### config.mk
export PLATFORM = sky130hd
export DESIGN_NAME = tis_stack_node
export DESIGN_NICKNAME = d
export VERILOG_FILES = /design/src/rtl/tis_stack_node.sv
export SDC_FILE = /design/constraint.sdc
export NUM_CORES = 1
export LEC_CHECK = 0
export ABC_AREA = 0
export CELL_PAD_IN_SITES_DETAIL_PLACEMENT = 0
export CELL_PAD_IN_SITES_GLOBAL_PLACEMENT = 1
export CORE_UTILIZATION = 40
export DETAILED_ROUTE_END_ITERATION = 8
export GPL_ROUTABILITY_DRIVEN = 1
export PLACE_DENSITY_LB_ADDON = 0.1
export SYNTH_ARGS = -nofsm -noshare
export SYNTH_HDL_FRONTEND = slang
export SYNTH_SLANG_ARGS = --single-unit
### constraint.sdc
create_clock -name clk -period 5 [get_ports clk]
set_input_delay 1.25 -clock clk [delete_from_list [all_inputs] [get_ports clk]]
set_output_delay 1.25 -clock clk [all_outputs]
set_load 0.02 [all_outputs]
### src/rtl/tis_stack_node.sv
// tis_stack_node
// LIFO of signed words shared by NPORTS neighbouring TIS cores. Each port has
// its own push and pop request/acknowledge pair; independent round-robin
// pointers pick one pusher and one popper per cycle. Pushed values are clamped
// to +/-MAXVAL before they are stored.
//
// Ports
//   clk      : single clock, all state updates on the rising edge
//   rst      : synchronous active-high reset
//   wr_req   : per-port push request
//   wr_data  : push operands, port i at [i*WIDTH +: WIDTH]
//   wr_ack   : one-hot push grant (zero when no push this cycle)
//   rd_req   : per-port pop request
//   rd_ack   : one-hot pop grant (zero when no pop this cycle)
//   rd_data  : current top of stack, 0 when empty
//   count    : number of words held
//   empty    : count == 0
//   full     : count == DEPTH
module tis_stack_node #(
  parameter int WIDTH  = 11,
  parameter int DEPTH  = 15,
  parameter int NPORTS = 4,
  parameter int MAXVAL = 999,
  parameter int CW     = $clog2(DEPTH + 1)
) (
  input  logic                     clk,
  input  logic                     rst,
  input  logic [NPORTS-1:0]        wr_req,
  input  logic [NPORTS*WIDTH-1:0]  wr_data,
  output logic [NPORTS-1:0]        wr_ack,
  input  logic [NPORTS-1:0]        rd_req,
  output logic [NPORTS-1:0]        rd_ack,
  output logic [WIDTH-1:0]         rd_data,
  output logic [CW-1:0]            count,
  output logic                     empty,
  output logic                     full
);

  localparam int PW = (NPORTS > 1) ? $clog2(NPORTS) : 1;
  localparam int AW = $clog2(DEPTH);
  localparam logic signed [WIDTH-1:0] SAT_HI = WIDTH'(MAXVAL);
  localparam logic signed [WIDTH-1:0] SAT_LO = -SAT_HI;

  logic signed [WIDTH-1:0] mem_reg [DEPTH];
  logic [CW-1:0]           count_reg;
  logic [PW-1:0]           rd_ptr_reg;
  logic [PW-1:0]           wr_ptr_reg;
  logic [PW-1:0]           rd_ptr_next;
  logic [PW-1:0]           wr_ptr_next;

  // Per-port saturated push operand.
  logic signed [WIDTH-1:0] port_sat [NPORTS];

  generate
    for (genvar gi = 0; gi < NPORTS; gi++) begin : g_sat
      logic signed [WIDTH-1:0] raw;
      assign raw = wr_data[gi*WIDTH +: WIDTH];
      assign port_sat[gi] = (raw > SAT_HI) ? SAT_HI :
                            (raw < SAT_LO) ? SAT_LO : raw;
    end
  endgenerate

  // Round-robin pick: first requester at or after ptr, wrapping at NPORTS.
  // Returns {found, winner}.
  function automatic logic [PW:0] rr_pick(input logic [NPORTS-1:0] req,
                                          input logic [PW-1:0]     ptr);
    logic          found;
    logic [PW-1:0] win;
    logic [PW:0]   scan;
    found = 1'b0;
    win   = '0;
    for (int i = 0; i < NPORTS; i++) begin
      scan = {1'b0, ptr} + (PW+1)'(i);
      if (scan >= (PW+1)'(NPORTS)) begin
        scan = scan - (PW+1)'(NPORTS);
      end
      if (!found && req[scan[PW-1:0]]) begin
        found = 1'b1;
        win   = scan[PW-1:0];
      end
    end
    return {found, win};
  endfunction

  logic          rd_found;
  logic          wr_found;
  logic [PW-1:0] rd_win;
  logic [PW-1:0] wr_win;
  logic          pop_grant;
  logic          push_grant;
  logic [CW-1:0] count_m1;
  logic [AW-1:0] top_idx;
  logic [AW-1:0] free_idx;
  logic signed [WIDTH-1:0] push_val;

  always_comb begin
    {rd_found, rd_win} = rr_pick(rd_req, rd_ptr_reg);
    {wr_found, wr_win} = rr_pick(wr_req, wr_ptr_reg);
  end

  assign empty = (count_reg == '0);
  assign full  = (count_reg == CW'(DEPTH));
  assign count = count_reg;

  // Pops never look at write traffic; a push into a full stack rides on a
  // pop granted in the same cycle (replace-top), which is the only
  // read-to-write dependency.
  assign pop_grant  = !rst && rd_found && !empty;
  assign push_grant = !rst && wr_found && (!full || pop_grant);

  assign rd_ack = pop_grant  ? (NPORTS'(1) << rd_win) : '0;
  assign wr_ack = push_grant ? (NPORTS'(1) << wr_win) : '0;

  assign count_m1 = count_reg - CW'(1);
  assign top_idx  = count_m1[AW-1:0];
  assign free_idx = count_reg[AW-1:0];
  assign push_val = port_sat[wr_win];

  assign rd_data = empty ? '0 : mem_reg[top_idx];

  assign rd_ptr_next = (rd_win == PW'(NPORTS - 1)) ? '0 : rd_win + PW'(1);
  assign wr_ptr_next = (wr_win == PW'(NPORTS - 1)) ? '0 : wr_win + PW'(1);

  always_ff @(posedge clk) begin
    if (rst) begin
      count_reg  <= '0;
      rd_ptr_reg <= '0;
      wr_ptr_reg <= '0;
    end else begin
      if (pop_grant) begin
        rd_ptr_reg <= rd_ptr_next;
      end
      if (push_grant) begin
        wr_ptr_reg <= wr_ptr_next;
      end
      // Simultaneous push and pop leaves the count unchanged.
      if (push_grant && !pop_grant) begin
        count_reg <= count_reg + CW'(1);
      end else if (pop_grant && !push_grant) begin
        count_reg <= count_m1;
      end
    end
  end

  // Contents need no reset: count gates everything visible.
  always_ff @(posedge clk) begin
    if (push_grant) begin
      if (pop_grant) begin
        mem_reg[top_idx] <= push_val;
      end else begin
        mem_reg[free_idx] <= push_val;
      end
    end
  end

endmodule

== After elaboration in Yosys (flattened, before gate mapping) ==
Memory sizes are Yosys's and may differ from the RTL's.
Index checks and enable logic that the tools add are counted.
W data, S select, Z words.
Word-level totals
  memories kept: 1
  input bits: 54
  logic and storage cells: 147
  bits in writable memories: 165
  output and inout bits: 25
  bits in registers: 8
Cells by class
  shift operators: 2
  mux-type cells: 67
  $add $sub $neg: 18
  reductions and logical operators: 27
  bitwise logic cells: 1
  order comparisons: 25
  equal/unequal tests: 3
Memories
  mem_reg: depth 15, width 11, rd ports 1, clocked after memory_dff 0, write ports 1, line 44  | logic signed [WIDTH-1:0] mem_reg [DEPTH];
Operator list (count)
  $mux W11: 12
  $gt A11 B11 Y1 const B: 4
  $lt A11 B11 Y1 const B: 4
  $mux W2: 18
  $lt A2 B3 Y1 const B: 8
  $mux W1: 23
  $bmux W11 S2: 1
  $ge A3 B3 Y1 const B: 7
  $mux W4: 5
  $bmux W1 S2: 8
  $sub A2 B1 Y2 const B: 8
  $add A2 B2 Y3 const B: 4
  $logic_and A1 B1 Y1: 12
  $logic_not A1 Y1: 11
  $reduce_or A11 Y1: 1
  $shl A1 B2 Y4 const A: 2
  $add A2 B1 Y3 const B: 2
  $ge A2 B3 Y1 const B: 2
  $add A2 B1 Y2 const B: 2
  $add A4 B1 Y4 const B: 1
  $eq A2 B2 Y1 const B: 2
  $eq A4 B4 Y1 const B: 1
  $logic_not A4 Y1: 1
  $sub A4 B1 Y4 const B: 1
  3 further kinds: 3

== Depth between registers and ports, before layout ==
Gate-level depths: netlist of run 1.
  depth after elaboration: 22
  gate-level depth with buffers: 15
  depth with buffers taken out: 11

== Worst setup path before layout of run 1 ==
OpenSTA, ideal clock, no wires.
  path type: register to output
  from: register count_reg[0], in the netlist count[0]
  to: output port rd_data[0]
  arrival time: 2.886 ns
  setup slack: 0.864 ns
  stages on the path, launching flop included: 12
  cells stage by stage: dfxtp_1 -> buf_4 -> buf_6 -> buf_6 -> inv_1 -> ha_1 -> buf_2 -> clkbuf_1 -> o21ai_0 -> a21oi_1 -> a211oi_1 -> a211oi_1
On the way
  longest elaborated chain between the ends: 3
  elaborated cells between the ends (all ways): 4
RTL lines
  start, declared: line 45  | logic [CW-1:0] count_reg;
  start signal, assigned: line 138  | count_reg <= count_reg + CW'(1);
  start signal, assigned: line 140  | count_reg <= count_m1;
  $sub A4 B1 Y4: line 114  | assign count_m1 = count_reg - CW'(1);
  $mem_v2 Z15 W11
  $mux W11 (*): line 119  | assign rd_data = empty ? '0 : mem_reg[top_idx];
  end, declared: line 33  | output logic [WIDTH-1:0] rd_data,
Mark *: on every way between the ends. The rest lies on a longest branch, timed or not.

== Final worst setup path of run 1 ==
  from: register count_reg[1], in the netlist count[1]
  to: output port rd_data[7]
Same word-level chain as after synthesis.

==> flow_summary.ini, run 1 <==
[floorplanning]
initial_utilization_pct = 41.3
die_area_sq_um = 21000
core_area_sq_um = 19700
fp.dieW_um = 145
die_y_um = 145
rows = 51
pin_count = 79

[timing]
fin_crit_sh_pct = 95.1
worstMarginPinSlew_ns = 1.31
layout_min_cycle_time_ns = 4.75
setup_viol = 0
skew_ns = 0.0124
max_freq_mhz = 210
drv_slew = 0
setup_tns_ns = 0
hold_viol = 0
slew_headroom_pct = 12.9
rsz0062_at_grt = false

[setup_path]
crit_fanout = 13
path_class = reg2out
endpoint_kind = primary output
worstPathArrival_ns = 3.50
crit_path_start_kind = register
required_ns = 3.75

[layout]
mostFrequentLayoutCells = edfxtp_1 (165), clkdlybuf4s50_1 (78), a21oi_1 (41)
syn2layout_area_growth_pct = 22.9
final_core_util_pct = 50.8
drive_gt1_share_pct = 18.1
multi_input_area_sq_um = 2850
fillCellCount = 1653
final_common_cell = edfxtp_1
final_cells = 924
design_area_sq_um = 10000
largest_reg_flops = 165
fin_nets = 719
diodes = 0
layout.area.seq_sq_um = 5120

[clock_tree]
cts_resized = 0
numCtsBuffers = 17
cts_setup_buffers = 0
htreeDepth = 4
hold_buffers = 0
clock_sinks = 173
cts_tree = done
clk_latency_ns = 0.43
clk_pin_slew_worst_paths_ns = 0.07
clock-root-buffer = clkbuf_16
cts_buffer_depth = 2

[logic_synthesis]
async_flop_share_pct = 0
syn-instance-count = 544
synthesis.area_sq_um = 8150
ys_warn_count = 0
ys_dominant_reg_cell = edfxtp_1
yosysSeqAreaShare_pct = 62.7
synth_cell_types = 62
syn_avg_cell_area_sq_um = 15.0
yosys_register_bits = 173
synth_edf_count = 165
syn_nets = 617

[place]
place_area_sq_um = 9430
placed_cells = 892
routabilityCongestion = 0.884
hpwl_mm = 13.3
io_buffers = 78

[power]
vdd_drop_max_mv = 0.289
total_power_mw = 6.12
p_per_area_nw_per_um2 = 611
leakagePower_nw = 3.34

[global_routing]
grt_pass1_wl_mm = 30.0
grt_max_degree = 56
track_usage_pct = 20.1
antenna_found_initial = 0
overflow = 0
grt_pass1_vias = 5183

[route]
num_vias = 5174
antenna_left = 0
routedWlPerCell_um = 21.3
drtPass1Iterations = 5
drt_wl_total_mm = 19.6
routed_via_density = 5.60
drt_first_iter_violations = 383
drc_errors = 0

[worst_hold_path]
hp-class = reg2reg

[job]
drv_cap = 0

[outcome]
status = completed
==> cell usage after synthesis (all sizes together), types with 3 or more instances <==
library cell	count	area share [%]
edfxtp	165	61
a21oi	42	2.6
mux4	33	9.1
nor2	31	1.5
o21ai	30	1.8
mux2i	26	3.2
a211oi	25	2.4
inv	21	0.97
ha	19	2.9
buf	17	1.3
nand2	12	0.58
and2	8	0.61
clkbuf	8	0.37
dfxtp	8	2.0
nor2b	8	0.61
nor3	8	0.49
o32ai	7	0.94
nor4	5	0.46
o221ai	5	0.54
xnor2	5	0.54
a31oi	4	0.31
nand2b	4	0.31
o2111ai	4	0.43
o31ai	4	0.43
a31o	3	0.32
mux2	3	0.41
nand3b	3	0.28
nand4	3	0.23
o311ai	3	0.32
==> report_power, final <==
group	switching [mW]	internal, mW	total (mW)	leakage (nW)
clock network	0.620	0.672	1.29	0.290
logic	1.64	1.17	2.81	1.49
registers	0.0798	1.93	2.01	1.56
==> critical path, stage by stage (launching register included) <==
cell and delay [ns]:
dfxtp_1 0.51, inv_1 0.15, ha_1 0.32, xor2_2 0.57
buf_12 0.25, o21ai_0 0.12, a21oi_1 0.17, a211oi_1 0.07
a211oi_1 0.25, clkdlybuf4s50_1 0.65
==> stage by stage <==
step	setup slack, ns	hold slack [ns]
after global routing	0.00951	0.576
after global placement	0.423	0.527
after detailed placement	0.338	0.539
final	0.247	0.544
after floorplan	0.864	0.480
after CTS	0.156	0.549
==> layout make-up <==
class | count | share of cell area (%)
clock inverters | 15 | 1.65
repair buffers | 108 | 10.3
well taps | 265 | 3.31
flip-flops and latches | 173 | 51.1
clock buffers | 17 | 4.25
multi-input cells | 323 | 28.5
inverters | 23 | 0.912
==> kinds of logic (layout without fill, tap and decap cells) <==
group	count (synthesis)	in the layout	share of synthesized area [%]
flops	173	173	62.7
compound gates	137	137	11.4
simple gates	98	98	6.72
mux	62	62	12.7
buf+inv	48	163	2.76
fa+ha+maj	19	19	2.92
xor+xnor	7	7	0.752
==> routing by layer <==
metal	wire, um	vias to the layer above	GRT usage [%]
met1	8990	2615	27.1
met2	9540	140	33.3
met4	302	0	5.93
met5	0	-	0
li1	-	2399	-
met3	813	20	3.62
==> worst paths after layout <==
path,from,to,slack [ns],cells after the start
setup / recovery,count[1],rd_data[7],0.25,9
hold / removal,rd_ptr_reg[1],rd_ptr_reg[1],0.54,2
setup reg to reg,count[0],mem_reg[6][3],1.23,11
hold reg to reg,rd_ptr_reg[1],rd_ptr_reg[1],0.54,2
(Power assumes the default switching activity.)
==> run 2: changes to the inputs <==
--- a/config.mk
+++ b/config.mk
@@ -6,6 +6,7 @@
 export NUM_CORES = 1
 export LEC_CHECK = 0
 export ABC_AREA = 0
+export CAP_MARGIN = 15
 export CELL_PAD_IN_SITES_DETAIL_PLACEMENT = 0
 export CELL_PAD_IN_SITES_GLOBAL_PLACEMENT = 1
 export CORE_UTILIZATION = 40
==> run 2 against run 1 <==
Worst setup slack got worse by 0.0081 ns. Non-clock buffer count rose by 2. Sequential cell count did not move. Clock power barely moved. First-iteration DRC count fell by 2.1%. Maximum frequency fell by 0.17%. Total power rose by 0.16%. Critical path type unchanged. Largest cell class unchanged.
==> flow_summary.ini, run 2 (synthesis gave the netlist of run 1 again) <==
[clock_tree]
cts_setup_buffers = 0
numCtsBuffers = 17
cts_tree = done
clk_latency_ns = 0.43
hold_buffers = 0
cts_resized = 0
cts_buffer_depth = 2
clk_pin_slew_worst_paths_ns = 0.07
clock_sinks = 173
htreeDepth = 4
clock-root-buffer = clkbuf_16

[setup_path]
endpoint_kind = primary output
path_class = reg2out
worstPathArrival_ns = 3.51
crit_path_start_kind = register
crit_fanout = 13
required_ns = 3.75

[floorplanning]
fp.dieW_um = 145
rows = 51
pin_count = 79
core_area_sq_um = 19700
initial_utilization_pct = 41.3
die_area_sq_um = 21000
die_y_um = 145

[global_routing]
grt_pass1_wl_mm = 30.0
grt_pass1_vias = 5183
track_usage_pct = 20.1
grt_max_degree = 56
antenna_found_initial = 0
overflow = 0

[layout]
drive_gt1_share_pct = 18.3
mostFrequentLayoutCells = edfxtp_1 (165), clkdlybuf4s50_1 (78), a21oi_1 (41)
syn2layout_area_growth_pct = 23.0
final_core_util_pct = 50.9
largest_reg_flops = 165
multi_input_area_sq_um = 2850
diodes = 0
fin_nets = 721
final_common_cell = edfxtp_1
fillCellCount = 1652
layout.area.seq_sq_um = 5120

[timing]
max_freq_mhz = 210
finalWorstSetupSlack_ns = 0.239
drv_slew = 0
slew_headroom_pct = 22.1
setup_viol = 0
fin_crit_sh_pct = 95.2
worstMarginPinSlew_ns = 1.17
skew_ns = 0.0123
setup_tns_ns = 0
holdWs_ns = 0.545
layout_min_cycle_time_ns = 4.76
rsz0062_at_grt = false
hold_viol = 0

[power]
p_per_area_nw_per_um2 = 611
switching_share_pct = 38.4
clkPwrFrac_pct = 21.1
comb_power_share_pct = 46.1
leakagePower_nw = 3.35
p_sw_mw = 2.35
total_power_mw = 6.13
seqPwrFrac_pct = 32.8
vdd_drop_max_mv = 0.292
p_int_mw = 3.78

[route]
antenna_left = 0
num_vias = 5163
drtPass1Iterations = 4
drt_wl_total_mm = 19.7
drt_first_iter_violations = 375
routedWlPerCell_um = 21.2
routed_via_density = 5.58
drc_errors = 0

[place]
hpwl_mm = 13.3
io_buffers = 78
post-place-ws_ns = 0.338
routabilityCongestion = 0.884

[job]
drv_cap = 0

[worst_hold_path]
hp-class = reg2reg

[outcome]
status = completed
## run 2: path summary, 6_finish.rpt
kind / start / to / slack, ns / depth (start not counted)
min reg2reg: rd_ptr_reg[1] / rd_ptr_reg[1] / 0.54 / 2
max reg2reg: count[0] / mem_reg[6][3] / 1.16 / 11
min: rd_ptr_reg[1] / rd_ptr_reg[1] / 0.54 / 2
max: count[1] / rd_data[7] / 0.24 / 9
## run 2: metrics by stage
| stage | cells | area (sq um) |
|---|---|---|
| floorplan | 544 | 8150 |
| global placement | 892 | 9430 |
| detailed placement | 892 | 9430 |
| CTS | 924 | 10000 |
| global route | 926 | 10000 |
| finish | 926 | 10000 |
## run 2: power groups by stage
stage                     logic (mW)  clock network, mW  registers [mW]
final                           2.82               1.29            2.01
after global routing            3.05               1.38            2.03
after CTS                       2.85               1.32            2.02
after global placement          2.81                  0            2.03
after floorplan                 1.75                  0            2.03
after detailed placement        2.84                  0            2.05
## run 2: layer usage
metal,track usage (%),share of wire (%),vias up
li1,-,-,2404
met1,27.1,46,2606
met2,33.3,48,130
met3,3.62,3.9,23
met4,5.93,1.6,0
met5,0,0,-
## run 2: cell type report
class / instances / share of cell area, %
clock buffer: 17 / 4.24
timing repair buffer: 110 / 10.4
inverter: 23 / 0.911
sequential: 173 / 51.0
tap: 265 / 3.31
multi-input combinational: 323 / 28.4
clock inverter: 15 / 1.65
## run 2: worst max-delay path, stage by stage (launching register included)
cell	delay [ns]
dfxtp_1	0.51
inv_1	0.15
ha_1	0.32
xor2_2	0.56
buf_12	0.25
o21ai_0	0.13
a21oi_1	0.18
a211oi_1	0.07
a211oi_1	0.26
clkdlybuf4s50_1	0.65
==> run 3: changes to the inputs <==
--- a/config.mk
+++ b/config.mk
@@ -9,6 +9,8 @@
 export CAP_MARGIN = 15
 export CELL_PAD_IN_SITES_DETAIL_PLACEMENT = 0
 export CELL_PAD_IN_SITES_GLOBAL_PLACEMENT = 1
+export CORE_ASPECT_RATIO = 1.2
+export CORE_MARGIN = 2
 export CORE_UTILIZATION = 40
 export DETAILED_ROUTE_END_ITERATION = 8
 export GPL_ROUTABILITY_DRIVEN = 1
==> run 3 against run 2 <==
Clock-buffer cell count stayed put. Via count is 0.43% lower. Critical path depth fell by 1. Sequential power about the same. Clock skew fell by 0.0013 ns. Non-clock buffer count rose by 2. Design area grew 0.52%. Clock power up 8%.
==> flow_summary.ini, run 3 (synthesis gave the netlist of run 1 again) <==
[global_routing]
busiest_layer = met2
antenna_found_initial = 0
use_met2_pct = 33.6
track_usage_pct = 19.5
overflow = 0
grt_util_met3_pct = 3.41
grt_pass1_vias = 5458
met1_usage_pct = 24.6
grt_pass1_wl_mm = 31.3
grt_max_degree = 58

[layout]
layout.area.seq_sq_um = 5120
final_cells = 928
multi_input_area_sq_um = 2850
drive_gt1_share_pct = 18.4
fin_nets = 723
largest_reg_flops = 165
syn2layout_area_growth_pct = 23.7
final_common_cell = edfxtp_1
final_core_util_pct = 50.1
fillCellCount = 1771
diodes = 0
mostFrequentLayoutCells = edfxtp_1 (165), clkdlybuf4s50_1 (78), a21oi_1 (41)

[setup_path]
crit_fanout = 5
cp_slowest_stage_delay_ns = 0.59
endpoint_kind = primary output
path_delay_family = buffers and inverters
critical_path_buf_inv_count = 3
crit_start = wr_req[2]
cp_slowest_cell = clkdlybuf4s50_1
path_class = in2out
worstPathArrival_ns = 3.43
cp_cell_sequence = clkdlybuf4s50_1 -> mux2i_1 -> or2_1 -> nand3_1 -> inv_1 -> ha_1 -> and2_1 -> clkdlybuf4s50_1
required_ns = 3.75
crit_path_start_kind = primary input
critPathMostFrequentCell = clkdlybuf4s50_1
regToRegStartpoint = count[0]

[timing]
drv_slew = 0
hold_viol = 0
slew_headroom_pct = 25.8
max_freq_mhz = 214
worstMarginPinSlew_ns = 1.11
rsz0062_at_grt = false
fin_crit_sh_pct = 93.6
setup_viol = 0
finalWorstSetupSlack_ns = 0.319
layout_min_cycle_time_ns = 4.68
setup_tns_ns = 0
skew_ns = 0.0109

[place]
placed_cells = 895
hpwl_mm = 13.6
io_buffers = 78
post-place-ws_ns = 0.311
routabilityCongestion = 0.939

[floorplanning]
die_y_um = 160
pin_count = 79
initial_utilization_pct = 40.5
rows = 57
fp.dieW_um = 134
core_area_sq_um = 20100
die_area_sq_um = 21500

[route]
routed_via_density = 5.54
drc_errors = 0
drt_first_iter_violations = 326
routedWlPerCell_um = 21.6
drtPass1Iterations = 4
drt_wl_total_mm = 20.0
num_vias = 5141
antenna_left = 0

[power]
p_int_mw = 3.84
seqPwrFrac_pct = 32.2
comb_power_share_pct = 45.5
leakagePower_nw = 3.38
p_sw_mw = 2.38
vdd_drop_max_mv = 0.352
switching_share_pct = 38.3
total_power_mw = 6.22
clkPwrFrac_pct = 22.3
p_per_area_nw_per_um2 = 617

[clock_tree]
cts_setup_buffers = 0
clock-root-buffer = clkbuf_16
clk_latency_ns = 0.43
cts_buffer_depth = 2
clock_sinks = 173
cts_tree = done
hold_buffers = 0
cts_resized = 0
clk_pin_slew_worst_paths_ns = 0.07
numCtsBuffers = 17
htreeDepth = 4

[outcome]
status = completed

[job]
drv_cap = 0

[worst_hold_path]
hold_path_startpoint = wr_ptr_reg[0]
hp-class = reg2reg
## run 3: per-stage QoR
stage          hold slack, ns  cell area (sq um)
6_report                0.535              10100
5_1_grt                 0.577              10100
4_1_cts                 0.533              10100
3_5_place_dp            0.521               9440
3_3_place_gp            0.522               9440
2_1_floorplan           0.480               8150
## run 3: path summary, 6_finish.rpt
kind                                      end  slack [ns]  cells past startpoint
worst max-delay path                wr_ack[3]        0.32                      8
worst min-delay path            wr_ptr_reg[0]        0.54                      2
worst max register to register  mem_reg[6][1]        1.35                     11
worst min register to register  wr_ptr_reg[0]        0.54                      2
## run 3: power groups by stage
| stage | logic (mW) | registers, mW | clock network [mW] |
|---|---|---|---|
| after global routing | 3.08 | 2.03 | 1.47 |
| after global placement | 2.85 | 2.02 | 0 |
| after floorplan | 1.75 | 2.03 | 0 |
| final | 2.83 | 2.00 | 1.39 |
| after detailed placement | 2.88 | 2.04 | 0 |
| after CTS | 2.88 | 2.01 | 1.41 |
## run 3: layout make-up
type	instances	share of cell area, %
Sequential cell	173	50.7
Tap cell	265	3.29
Inverter	23	0.906
Clock buffer	17	4.22
Timing Repair Buffer	112	10.5
Multi-Input combinational cell	323	28.2
Clock inverter	15	2.11
## run 3: worst reg2reg max path, delay by kind of cell (launching register included)
kind            cells  cell delay (ns)
compound gates      1             0.50
fa+ha+maj           3             1.07
buf+inv             3             0.76
flops               1             0.32
simple gates        4             0.70
## run 3: per-layer routing
metal	part of all wire, %	vias up
met1	41	2584
li1	-	2399
met5	0	-
met4	2.0	0
met3	4.2	23
met2	53	135
